File: config.mk
export PLATFORM = sky130hd
export DESIGN_NAME = imem_loader
export DESIGN_NICKNAME = d
export VERILOG_FILES = /design/src/rtl/imem_loader.sv
export SDC_FILE = /design/constraint.sdc
export NUM_CORES = 1
export LEC_CHECK = 0
export ABC_AREA = 1
export BUFFER_PORTS_ARGS = -buffer_cell sky130_fd_sc_hd__buf_2
export CAP_MARGIN = 0
export CORE_UTILIZATION = 55
export DETAILED_ROUTE_END_ITERATION = 10
export PLACE_DENSITY_LB_ADDON = 0.12
export SLEW_MARGIN = 25
export SYNTH_ARGS = -nofsm -noshare
export SYNTH_HDL_FRONTEND = slang
export SYNTH_SLANG_ARGS = --single-unit
File: constraint.sdc
create_clock -name clk -period 2.05 [get_ports clk]
set_clock_uncertainty 0.05 [all_clocks]
set_input_delay 0.41 -clock clk [delete_from_list [all_inputs] [get_ports clk]]
set_output_delay 0.41 -clock clk [all_outputs]
set_load 0.005 [all_outputs]
File: src/rtl/imem_loader.sv
// Instruction-memory loader: writes a length-prefixed byte stream to memory from BASE_ADDR
// and holds the core in reset until the image is in. IMEM_LOADER_CHECKSUM_EN adds a trailing XOR checksum byte.
module imem_loader #(
  parameter int          ADDR_WIDTH = 12,
  parameter int unsigned BASE_ADDR  = 0
) (
  input  logic                  clk,
  input  logic                  rst,
  input  logic                  Byte_Valid,
  input  logic [7:0]            Byte_Data,
  output logic                  Byte_Ready,
  input  logic                  Reload,
  output logic                  Mem_WE,
  output logic [ADDR_WIDTH-1:0] Mem_Addr,
  output logic [7:0]            Mem_WData,
  output logic                  Core_Rst,
  output logic                  Load_Done,
  output logic                  Overflow,
  output logic                  Csum_Err
);

  typedef enum logic [2:0] {
    LEN_LO,
    LEN_HI,
    DATA,
    CSUM,
    DONE
  } state_t;

`ifdef IMEM_LOADER_CHECKSUM_EN
  localparam state_t AFTER_DATA = CSUM;
`else
  localparam state_t AFTER_DATA = DONE;
`endif

  localparam logic [17:0] MEM_SIZE = 18'd1 << ADDR_WIDTH;

  state_t      state;
  state_t      state_next;
  logic [7:0]  len_lo;
  logic [15:0] remaining;
  logic [16:0] offset;
  logic [17:0] abs_addr;
  logic [15:0] frame_len;
  logic        in_range;
  logic        xfer;

  assign Byte_Ready = (state != DONE);
  assign xfer       = Byte_Valid && Byte_Ready;
  assign frame_len  = {Byte_Data, len_lo};
  // Wide enough that BASE_ADDR + offset can never wrap; bytes past the top are dropped.
  assign abs_addr   = {1'b0, offset} + 18'(BASE_ADDR);
  assign in_range   = (abs_addr < MEM_SIZE);

  always_ff @(posedge clk) begin
    if (rst) begin
      state <= LEN_LO;
    end else begin
      state <= state_next;
    end
  end

  always_comb begin
    state_next = state;
    case (state)
      LEN_LO: begin
        if (xfer) state_next = LEN_HI;
      end
      LEN_HI: begin
        if (xfer) state_next = (frame_len != 16'd0) ? DATA : AFTER_DATA;
      end
      DATA: begin
        if (xfer && (remaining == 16'd1)) state_next = AFTER_DATA;
      end
`ifdef IMEM_LOADER_CHECKSUM_EN
      CSUM: begin
        if (xfer) state_next = DONE;
      end
`endif
      DONE: begin
        if (Reload) state_next = LEN_LO;
      end
      default: state_next = LEN_LO;
    endcase
  end

  // Core release and Load_Done follow DONE one cycle late, so the final write has landed first.
  always_ff @(posedge clk) begin
    if (rst) begin
      len_lo    <= '0;
      remaining <= '0;
      offset    <= '0;
      Mem_WE    <= 1'b0;
      Mem_Addr  <= '0;
      Mem_WData <= '0;
      Core_Rst  <= 1'b1;
      Load_Done <= 1'b0;
      Overflow  <= 1'b0;
    end else begin
      Mem_WE <= 1'b0;
      case (state)
        LEN_LO: begin
          if (xfer) len_lo <= Byte_Data;
        end
        LEN_HI: begin
          if (xfer) begin
            remaining <= frame_len;
            offset    <= '0;
          end
        end
        DATA: begin
          if (xfer) begin
            remaining <= remaining - 16'd1;
            offset    <= offset + 17'd1;
            if (in_range) begin
              Mem_WE    <= 1'b1;
              Mem_Addr  <= abs_addr[ADDR_WIDTH-1:0];
              Mem_WData <= Byte_Data;
            end else begin
              Overflow <= 1'b1;
            end
          end
        end
        DONE: begin
          if (Reload) begin
            Core_Rst  <= 1'b1;
            Load_Done <= 1'b0;
            Overflow  <= 1'b0;
          end else begin
            Core_Rst  <= 1'b0;
            Load_Done <= 1'b1;
          end
        end
        default: ;
      endcase
    end
  end

`ifdef IMEM_LOADER_CHECKSUM_EN
  logic [7:0] csum_acc;

  // Running XOR includes out-of-range payload bytes, since the sender checksums the whole image.
  always_ff @(posedge clk) begin
    if (rst) begin
      csum_acc <= '0;
      Csum_Err <= 1'b0;
    end else begin
      if ((state == LEN_HI) && xfer) begin
        csum_acc <= '0;
      end else if ((state == DATA) && xfer) begin
        csum_acc <= csum_acc ^ Byte_Data;
      end
      if ((state == CSUM) && xfer) begin
        Csum_Err <= (Byte_Data != csum_acc);
      end else if ((state == DONE) && Reload) begin
        Csum_Err <= 1'b0;
      end
    end
  end
`else
  assign Csum_Err = 1'b0;
`endif

endmodule

==> flow_metrics.env, run 1 <==
export IMPL_cap_violations=0
export IMPL_final_cell_mix="115 x nand2_1, 68 x dfxtp_1, 67 x a21oi_1, 62 x nor2_1, 61 x inv_1"
export IMPL_drc_errors=0
export IMPL_yosysWarnings=0
export IMPL_postSynthCellCount=527
export IMPL_dieArea_um2=6672
export IMPL_vias_per_cell=5.436
export IMPL_synth_ff_type="dfxtp_1"
export IMPL_wirelength_um=8323
export IMPL_final_hold_viol_count=0
export IMPL_crit_chain="nor3_2 > nand2_1 > nand2_4 > inv_4 > o21ai_0 > a21oi_1"
export IMPL_ys_ff_latch=68
export IMPL_start_util_pct=57.95
export IMPL_post_cts_resized=0
export IMPL_grt_use_total_pct=28.04
export IMPL_required_ns=2.22
export IMPL_rows=28
export IMPL_pre_cts_ws_ns=0.3361
export IMPL_worstSetupStartpointType="register"
export IMPL_die_y_um=81.68
export IMPL_grt_pass1_wl_um=14230
export IMPL_cts_root_buf="clkbuf_8"
export IMPL_yosysTopAreaCellShare_pct=38.98
export IMPL_utilization_pct=64.64
export IMPL_core_region_area_um2=6026
export IMPL_cts_buffer_depth=2
export IMPL_min_path_type="input port to register"
export IMPL_layout_min_cycle_time_ns=1.731
export IMPL_worstSetupEndpointType="register"
export IMPL_layout_commonest_cell="nand2_1"
export IMPL_fin_ws_ns=0.3188
export IMPL_cts_tree="done"
export IMPL_multi_input_area_um2=1745
export IMPL_vias=3463
export IMPL_dpl_hpwl_um=5728
export IMPL_antenna_cells=0
export IMPL_ctsHoldBuffers=0
export IMPL_critPathKind="register to register"
export IMPL_antenna_found_initial=0
export IMPL_drtIter0Drc=222
export IMPL_status="complete, no violations"
export IMPL_clkSlewWorstSetupHoldPaths_ns=0.07
export IMPL_fillers=560
export IMPL_post_route_period_util_pct=84.45
export IMPL_slew_viol_final=0
export IMPL_tns_ns=0
export IMPL_port_buffers=36
export IMPL_routedWlPerCell_um=13.07
export IMPL_cpPeakStageDelay_ns=0.34
export IMPL_yosysSeqAreaShare_pct=38.98
export IMPL_synth_distinct_cells=33
export IMPL_arrival_ns=1.90
export IMPL_die_x_um=81.68
export IMPL_drtAntennaViolNets=0
export IMPL_powerDensity_nw_per_um2=1060
export IMPL_areaGrowthSynthToFinish_pct=11.54
export IMPL_critPathBufInv=1
export IMPL_overflow=0
export IMPL_p_leak_nw=1.609
export IMPL_ir_worst_vdd_v=0.0006462
export IMPL_synth_edff_count=0
export IMPL_cts_setup_buffers=0
export IMPL_worst_path_max_delay_cell="dfxtp_1"
export IMPL_final_nets=574
export IMPL_grt_max_degree=38
export IMPL_setup_viol=0
export IMPL_syn_area_um2=3492
export IMPL_num_io_pins=38
export IMPL_clock_latency_ns=0.34
export IMPL_postSynth_asyncResetShare_pct=0
export IMPL_place_congestion=0.8744
export IMPL_cts_sinks=68
export IMPL_cp_top_family="simple AND/OR/NAND/NOR gates"
export IMPL_numCtsBuffers=9
export IMPL_syn_nets=542
export IMPL_drive_gt1_share_pct=13.52
export IMPL_dr_pass1_iters=4
export IMPL_crit_fanout=26
export IMPL_seq_area_um2=1361
export IMPL_grt_pass1_vias=3175
export IMPL_postSynthAreaPerCell_um2=6.626
export IMPL_fmax_mhz=577.6
export IMPL_cts_htree_levels=3
export IMPL_rsz0062_at_grt="false"
export IMPL_synthTopCellsByArea="dfxtp_1 39%, nand2_1 12%, a21oi_1 9.6%"
export IMPL_yosysTopAreaCell="dfxtp_1"
==> report_power, final <==
group          internal (mW)  leakage (nW)  switching, mW
Clock                  0.706         0.103          0.478
Combinational          0.449         0.954          0.891
Sequential              1.49         0.553          0.117
Total                   2.64          1.61           1.49
==> tightest hold or removal path, stage by stage <==
cell and delay (ns):
buf_2 0.10, o21ai_0 0.08, a21oi_1 0.10
==> metal layers <==
| layer | global-route usage (%) | part of all wire [%] | vias to the layer above | routed length [um] |
|---|---|---|---|---|
| met3 | 5.778 | 6.2 | 12 | 516 |
| met2 | 43.75 | 43 | 128 | 3551 |
| met1 | 37.98 | 50 | 1560 | 4127 |
| li1 | - | - | 1763 | - |
| met4 | 10.53 | 1.5 | 0 | 129 |
| met5 | 0 | 0 | - | 0 |
==> through the flow <==
stage / total power, mW / cells / cell area [um^2] / hold WS, ns
3_3_place_gp: 2.911 / 623 / 3690 / 0.3780
4_1_cts: 4.135 / 637 / 3895 / 0.3243
5_1_grt: 4.415 / 637 / 3895 / 0.3755
2_1_floorplan: 2.652 / 527 / 3492 / 0.3868
6_report: 4.130 / 637 / 3895 / 0.3267
3_5_place_dp: 2.953 / 623 / 3690 / 0.3829
==> sequential cells by signal, summed over array words and instances (netlist names) <==
signal / flops
Core_Rst: 1
Load_Done: 1
Mem_Addr: 12
Mem_WData: 8
Mem_WE: 1
Overflow: 1
len_lo: 8
offset: 17
remaining: 16
state: 3
==> final cells by class <==
cell class | count | share of cell area [%]
repair buffers | 43 | 5.975
clock inverters | 2 | 1.542
well taps | 75 | 2.409
clock buffers | 12 | 3.726
inverters | 67 | 6.585
flip-flops and latches | 68 | 34.95
multi-input cells | 370 | 44.81
==> Yosys cell counts (3+ instances only) <==
cell type,n
a21oi_1,67
a21oi_2,3
buf_2,4
buf_6,3
clkbuf_1,12
dfxtp_1,68
ha_1,3
inv_1,61
inv_2,4
nand2_1,115
nand3_1,35
nand3b_1,4
nand4_1,4
nor2_1,62
nor3_1,4
o21ai_0,48
o21ai_1,3
o21ai_2,5
==> logic make-up (layout without fill, tap and decap cells) <==
logic type | after synthesis | after routing | synth area share, %
compound gates | 134 | 134 | 20.53
fa+ha+maj | 3 | 3 | 1.075
buf+inv | 89 | 124 | 11.03
flops | 68 | 68 | 38.98
other cells | 1 | 1 | 0.1074
simple gates | 232 | 232 | 28.27
==> worst paths after layout <==
check                                  from                         to  slack (ns)  depth (start not counted)
hold reg to reg   Mem_WData[5]$_SDFFE_PP0P_  Mem_WData[5]$_SDFFE_PP0P_        0.39                          2
setup / recovery      state[2]$_SDFFE_PP0P_  remaining[3]$_SDFFE_PP0P_        0.32                          6
hold / removal                 Byte_Data[3]     len_lo[3]$_SDFFE_PP0P_        0.33                          3
setup reg to reg      state[2]$_SDFFE_PP0P_  remaining[3]$_SDFFE_PP0P_        0.32                          6
(Power assumes the default switching activity.)
==> inputs of run 2 (changes only) <==
==> constraint.sdc (replaced) <==
create_clock -name clk -period 1.68 [get_ports clk]
set_clock_uncertainty 0.05 [all_clocks]
set_input_delay 0.336 -clock clk [delete_from_list [all_inputs] [get_ports clk]]
set_output_delay 0.336 -clock clk [all_outputs]
set_load 0.005 [all_outputs]
==> flow_metrics.env, run 2 (synthesis results as in run 1) <==
export IMPL_status="complete, no violations"
export IMPL_crit_fanout=6
export IMPL_final_hold_viol_count=0
export IMPL_dp_cells=635
export IMPL_grt_use_total_pct=27.23
export IMPL_port_buffers=36
export IMPL_min_to="len_lo[1]$_SDFFE_PP0P_"
export IMPL_r2r_start="state[1]$_SDFFE_PP0P_"
export IMPL_layout_min_cycle_time_ns=1.583
export IMPL_drtAntennaViolNets=0
export IMPL_fmax_mhz=631.6
export IMPL_hp_start="Byte_Data[1]"
export IMPL_drc_errors=0
export IMPL_rows=28
export IMPL_ctsHoldBuffers=0
export IMPL_seq_area_um2=1363
export IMPL_r2r_slack_ns=0.12
export IMPL_cts_root_buf="clkbuf_8"
export IMPL_seqPwrFrac_pct=37.2
export IMPL_cap_violations=0
export IMPL_largest_register="offset"
export IMPL_tns_ns=0
export IMPL_stdcell_count=651
export IMPL_die_y_um=81.68
export IMPL_drive_gt1_share_pct=16.67
export IMPL_ir_worst_vdd_v=0.0009072
export IMPL_largestRegisters="offset: 17 flops, remaining: 16 flops, Mem_Addr: 12 flops"
export IMPL_cts_htree_levels=3
export IMPL_p_comb_share_pct=34.3
export IMPL_core_region_area_um2=6026
export IMPL_post_route_period_util_pct=94.24
export IMPL_routedWlPerCell_um=12.99
export IMPL_grt_pass1_wl_um=13860
export IMPL_power_switching_mw=1.881
export IMPL_clkPwrFrac_pct=28.5
export IMPL_dr_pass1_iters=4
export IMPL_dieArea_um2=6672
export IMPL_multi_input_area_um2=1760
export IMPL_grt_max_degree=38
export IMPL_layout_commonest_cell="nand2_1"
export IMPL_vias=3480
export IMPL_setup_viol=0
export IMPL_grt_pass1_vias=2979
export IMPL_min_path_type="input port to register"
export IMPL_clock_latency_ns=0.34
export IMPL_powerDensity_nw_per_um2=1306
export IMPL_final_cell_mix="115 x nand2_1, 67 x dfxtp_1, 67 x a21oi_1, 60 x inv_1, 60 x nor2_1"
export IMPL_fin_area_um2=4018
export IMPL_areaGrowthSynthToFinish_pct=15.05
export IMPL_cts_setup_buffers=0
export IMPL_drtIter0Drc=237
export IMPL_antenna_cells=0
export IMPL_p_leak_nw=1.677
export IMPL_switching_share_pct=35.87
export IMPL_numCtsBuffers=9
export IMPL_rsz0062_at_grt="false"
export IMPL_num_io_pins=38
export IMPL_overflow=0
export IMPL_startpoint="state[1]$_SDFFE_PP0P_"
export IMPL_arrival_ns=1.20
export IMPL_place_area_um2=3780
export IMPL_wirelength_um=8456
export IMPL_cts_buffer_depth=2
export IMPL_r2r_cells=5
export IMPL_dpl_hpwl_um=5881
export IMPL_largest_reg_flops=17
export IMPL_critPathKind="register to primary output"
export IMPL_final_nets=586
export IMPL_place_congestion=0.9624
export IMPL_r2r_end="remaining[9]$_SDFFE_PP0P_"
export IMPL_die_x_um=81.68
export IMPL_fillers=582
export IMPL_worstSetupEndpointType="primary output"
export IMPL_internal_power_mw=3.364
export IMPL_worstSetupStartpointType="register"
export IMPL_cts_tree="done"
export IMPL_start_util_pct=57.95
export IMPL_clkSlewWorstSetupHoldPaths_ns=0.08
export IMPL_cts_sinks=68
export IMPL_antenna_found_initial=0
export IMPL_slew_viol_final=0
export IMPL_vias_per_cell=5.346
export IMPL_hold_path_depth=3
export IMPL_required_ns=1.29
-- run 2: area by class of cell --
class                   count  share of cell area [%]
clock inverters             4                   1.806
well taps                  75                   2.336
repair buffers             55                   8.128
inverters                  67                   6.384
flip-flops and latches     68                   33.91
clock buffers              12                   3.613
multi-input cells         370                   43.82
-- run 2: power groups by stage --
stage | Clock (mW) | Sequential, mW | Combinational, mW
after global routing | 1.58 | 1.98 | 2.05
after CTS | 1.52 | 1.95 | 1.78
final | 1.50 | 1.95 | 1.80
after global placement | 0 | 1.98 | 1.74
after floorplan | 0 | 1.97 | 1.26
after detailed placement | 0 | 1.98 | 1.76
-- run 2: through the flow --
step | utilization (%) | hold WS (ns) | setup WS, ns | power, mW
floorplan | - | 0.3645 | 0.2479 | 3.236
global placement | 62.73 | 0.3780 | 0.1671 | 3.716
detailed placement | 62.73 | 0.3819 | 0.1359 | 3.742
CTS | 66.34 | 0.2621 | 0.09920 | 5.239
global route | 66.67 | 0.2758 | 0.004863 | 5.603
finish | 66.67 | 0.2622 | 0.09673 | 5.245
-- run 2: what timing repair did --
item,in CTS,in global routing
gates resized for setup,0,7
setup endpoints to repair,0,6
hold endpoints to repair,0,0
-- run 2: layer usage --
| layer | vias to the layer above | share of wire (%) | GRT usage [%] |
|---|---|---|---|
| li1 | 1797 | - | - |
| met1 | 1575 | 50 | 38.65 |
| met2 | 100 | 43 | 42.00 |
| met4 | 0 | 0.86 | 5.263 |
| met5 | - | 0 | 0 |
| met3 | 8 | 5.9 | 6.556 |
-- run 2: critical path, cell delays in order, from the launching register on --
cell,delay [ns]
dfxtp_1,0.41
inv_1,0.06
nand3_1,0.23
buf_2,0.17
-- run 2: worst max-delay path by stage --
stage / end / slack, ns / cells past startpoint
after floorplan: offset[14]$_SDFFE_PP0P_ / 0.25 / 7
after global placement: remaining[9]$_SDFFE_PP0P_ / 0.17 / 5
after detailed placement: remaining[9]$_SDFFE_PP0P_ / 0.14 / 5
after CTS: Byte_Ready / 0.1 / 3
after global routing: remaining[15]$_SDFFE_PP0P_ / 0.005 / 9
final: Byte_Ready / 0.1 / 3
==> inputs of run 3 (changes only) <==
--- a/config.mk
+++ b/config.mk
@@ -6,9 +6,12 @@
 export NUM_CORES = 1
 export LEC_CHECK = 0
 export ABC_AREA = 1
+export ABC_CLOCK_PERIOD_IN_PS = 1680
 export BUFFER_PORTS_ARGS = -buffer_cell sky130_fd_sc_hd__buf_2
 export CAP_MARGIN = 0
-export CORE_UTILIZATION = 55
+export CELL_PAD_IN_SITES_DETAIL_PLACEMENT = 1
+export CELL_PAD_IN_SITES_GLOBAL_PLACEMENT = 1
+export CORE_UTILIZATION = 41
 export DETAILED_ROUTE_END_ITERATION = 10
 export PLACE_DENSITY_LB_ADDON = 0.12
 export SLEW_MARGIN = 25
==> flow_metrics.env, run 3 (synthesis results as in run 1) <==
export IMPL_fin_area_um2=4093
export IMPL_cts_sinks=68
export IMPL_min_to="Mem_WData[1]$_SDFFE_PP0P_"
export IMPL_post_route_period_util_pct=93.73
export IMPL_final_hold_viol_count=0
export IMPL_port_buffers=36
export IMPL_worst_path_max_delay_cell="dfxtp_1"
export IMPL_crit_top_cell="nand2_4"
export IMPL_total_power_mw=5.289
export IMPL_p_leak_nw=1.674
export IMPL_r2r_start="state[2]$_SDFFE_PP0P_"
export IMPL_cts_root_buf="clkbuf_8"
export IMPL_hold_path_depth=3
export IMPL_fillers=1117
export IMPL_ir_worst_vdd_v=0.0006056
export IMPL_dr_pass1_iters=4
export IMPL_vias_per_cell=5.181
export IMPL_num_io_pins=38
export IMPL_cap_violations=0
export IMPL_r2r_slack_ns=0.11
export IMPL_rsz0062_at_grt="true"
export IMPL_grt_max_degree=38
export IMPL_grt_pass1_wl_um=16910
export IMPL_cp_top_family="simple AND/OR/NAND/NOR gates"
export IMPL_dieArea_um2=8891
export IMPL_crit_fanout=11
export IMPL_r2r_end="remaining[10]$_SDFFE_PP0P_"
export IMPL_required_ns=1.91
export IMPL_min_path_type="input port to register"
export IMPL_startpoint="state[2]$_SDFFE_PP0P_"
export IMPL_cp_depth=10
export IMPL_status="complete, no violations"
export IMPL_antenna_cells=0
export IMPL_largest_reg_flops=17
export IMPL_drtIter0Drc=139
export IMPL_clock_latency_ns=0.35
export IMPL_numCtsBuffers=9
export IMPL_core_region_area_um2=8217
export IMPL_worstSetupEndpointType="register"
export IMPL_wirelength_um=10390
export IMPL_drc_errors=0
export IMPL_cts_tree="done"
export IMPL_clkSlewWorstSetupHoldPaths_ns=0.08
export IMPL_tns_ns=0
export IMPL_place_area_um2=3827
export IMPL_fmax_mhz=635.1
export IMPL_arrival_ns=1.81
export IMPL_r2r_cells=10
export IMPL_routedWlPerCell_um=15.30
export IMPL_largestRegisters="offset: 17 flops, remaining: 16 flops, Mem_Addr: 12 flops"
export IMPL_rows=33
export IMPL_overflow=0
export IMPL_die_x_um=94.29
export IMPL_slew_viol_final=0
export IMPL_layout_min_cycle_time_ns=1.575
export IMPL_largest_register="offset"
export IMPL_crit_chain="nor2_1 > nand2_2 > inv_4 > nand2_4 > nand2_4 > buf_4 > o21ai_2 > inv_2 > nand2_1 > a21oi_2"
export IMPL_ctsHoldBuffers=0
export IMPL_vias=3518
export IMPL_start_util_pct=42.50
export IMPL_critPathBufInv=3
export IMPL_worstSetupStartpointType="register"
export IMPL_cts_buffer_depth=2
export IMPL_grt_use_total_pct=24.82
export IMPL_whs_ns=0.2632
export IMPL_layout_commonest_cell="nand2_1"
export IMPL_cpPeakStageDelay_ns=0.35
export IMPL_die_y_um=94.29
export IMPL_setup_viol=0
export IMPL_critPathKind="register to register"
export IMPL_drive_gt1_share_pct=18.82
export IMPL_cts_htree_levels=3
export IMPL_grt_pass1_vias=3468
export IMPL_powerDensity_nw_per_um2=1292
export IMPL_drtAntennaViolNets=0
export IMPL_place_congestion=0.8784
export IMPL_dpl_hpwl_um=7416
export IMPL_hp_start="Byte_Data[1]"
export IMPL_antenna_found_initial=0
export IMPL_final_cell_mix="114 x nand2_1, 66 x dfxtp_1, 66 x a21oi_1, 58 x inv_1, 56 x nor2_1"
export IMPL_areaGrowthSynthToFinish_pct=17.20
export IMPL_final_nets=584
-- run 3: cell types whose count changed in the layout (fill, tap and decap cells not counted), moves of 2 or more --
cell and change:
buf_4 -4, nor2_1 -4, nor2_2 +4, o21ai_0 -3, o21ai_1 +3, buf_12 +2, ha_1 -2, ha_2 +2
inv_1 -2, inv_2 +2
-- run 3: area by class of cell --
| class | instances | area, um^2 | area share [%] |
|---|---|---|---|
| repair buffers | 53 | 336.6 | 8.224 |
| well taps | 105 | 131.4 | 3.210 |
| flip-flops and latches | 68 | 1364 | 33.32 |
| inverters | 67 | 259.0 | 6.328 |
| multi-input cells | 370 | 1799 | 43.96 |
| clock inverters | 4 | 47.55 | 1.162 |
| clock buffers | 12 | 155.1 | 3.791 |
-- run 3: what timing repair did --
item | 4_1_cts | 5_1_grt
setup buffers | 0 | 0
endpoints found under the setup margin | 0 | 33
resized for setup | 0 | 25
-- run 3: worst max-delay path by stage --
stage | to | slack [ns]
final | remaining[10]$_SDFFE_PP0P_ | 0.11
after global routing | remaining[9]$_SDFFE_PP0P_ | -0.01
after CTS | remaining[8]$_SDFFE_PP0P_ | 0.0002
after detailed placement | remaining[8]$_SDFFE_PP0P_ | 0.07
after global placement | remaining[9]$_SDFFE_PP0P_ | 0.11
after floorplan | offset[14]$_SDFFE_PP0P_ | 0.25
-- run 3: tightest hold or removal path: stages --
cell and delay, ns:
buf_2 0.10, o21ai_0 0.08, a21oi_1 0.10
-- run 3: report_power, final --
part / switching (mW) / total (mW) / leakage, nW / internal (mW)
combinational: 1.23 / 1.90 / 1.02 / 0.669
sequential: 0.150 / 1.97 / 0.554 / 1.82
clock: 0.657 / 1.42 / 0.102 / 0.763
total: 2.04 / 5.29 / 1.67 / 3.25
-- run 3: through the flow --
step                worst slack, ns  cells  utilization, %
floorplan                    0.2479    527               -
global placement             0.1128    663           46.58
detailed placement          0.07298    663           46.58
CTS                       0.0002465    679           49.05
global route               -0.01173    679           49.81
finish                       0.1054    679           49.81
-- run 3: per-layer routing --
metal  vias to the layer above  global-route usage [%]  wire length, um  share of wire, %
met2                        81                   40.28             4771                46
met3                        15                   4.045              456               4.4
li1                       1786                       -                -                 -
met4                         0                   8.590              134               1.3
met1                      1636                   33.05             5027                48
met5                         -                       0                0                 0
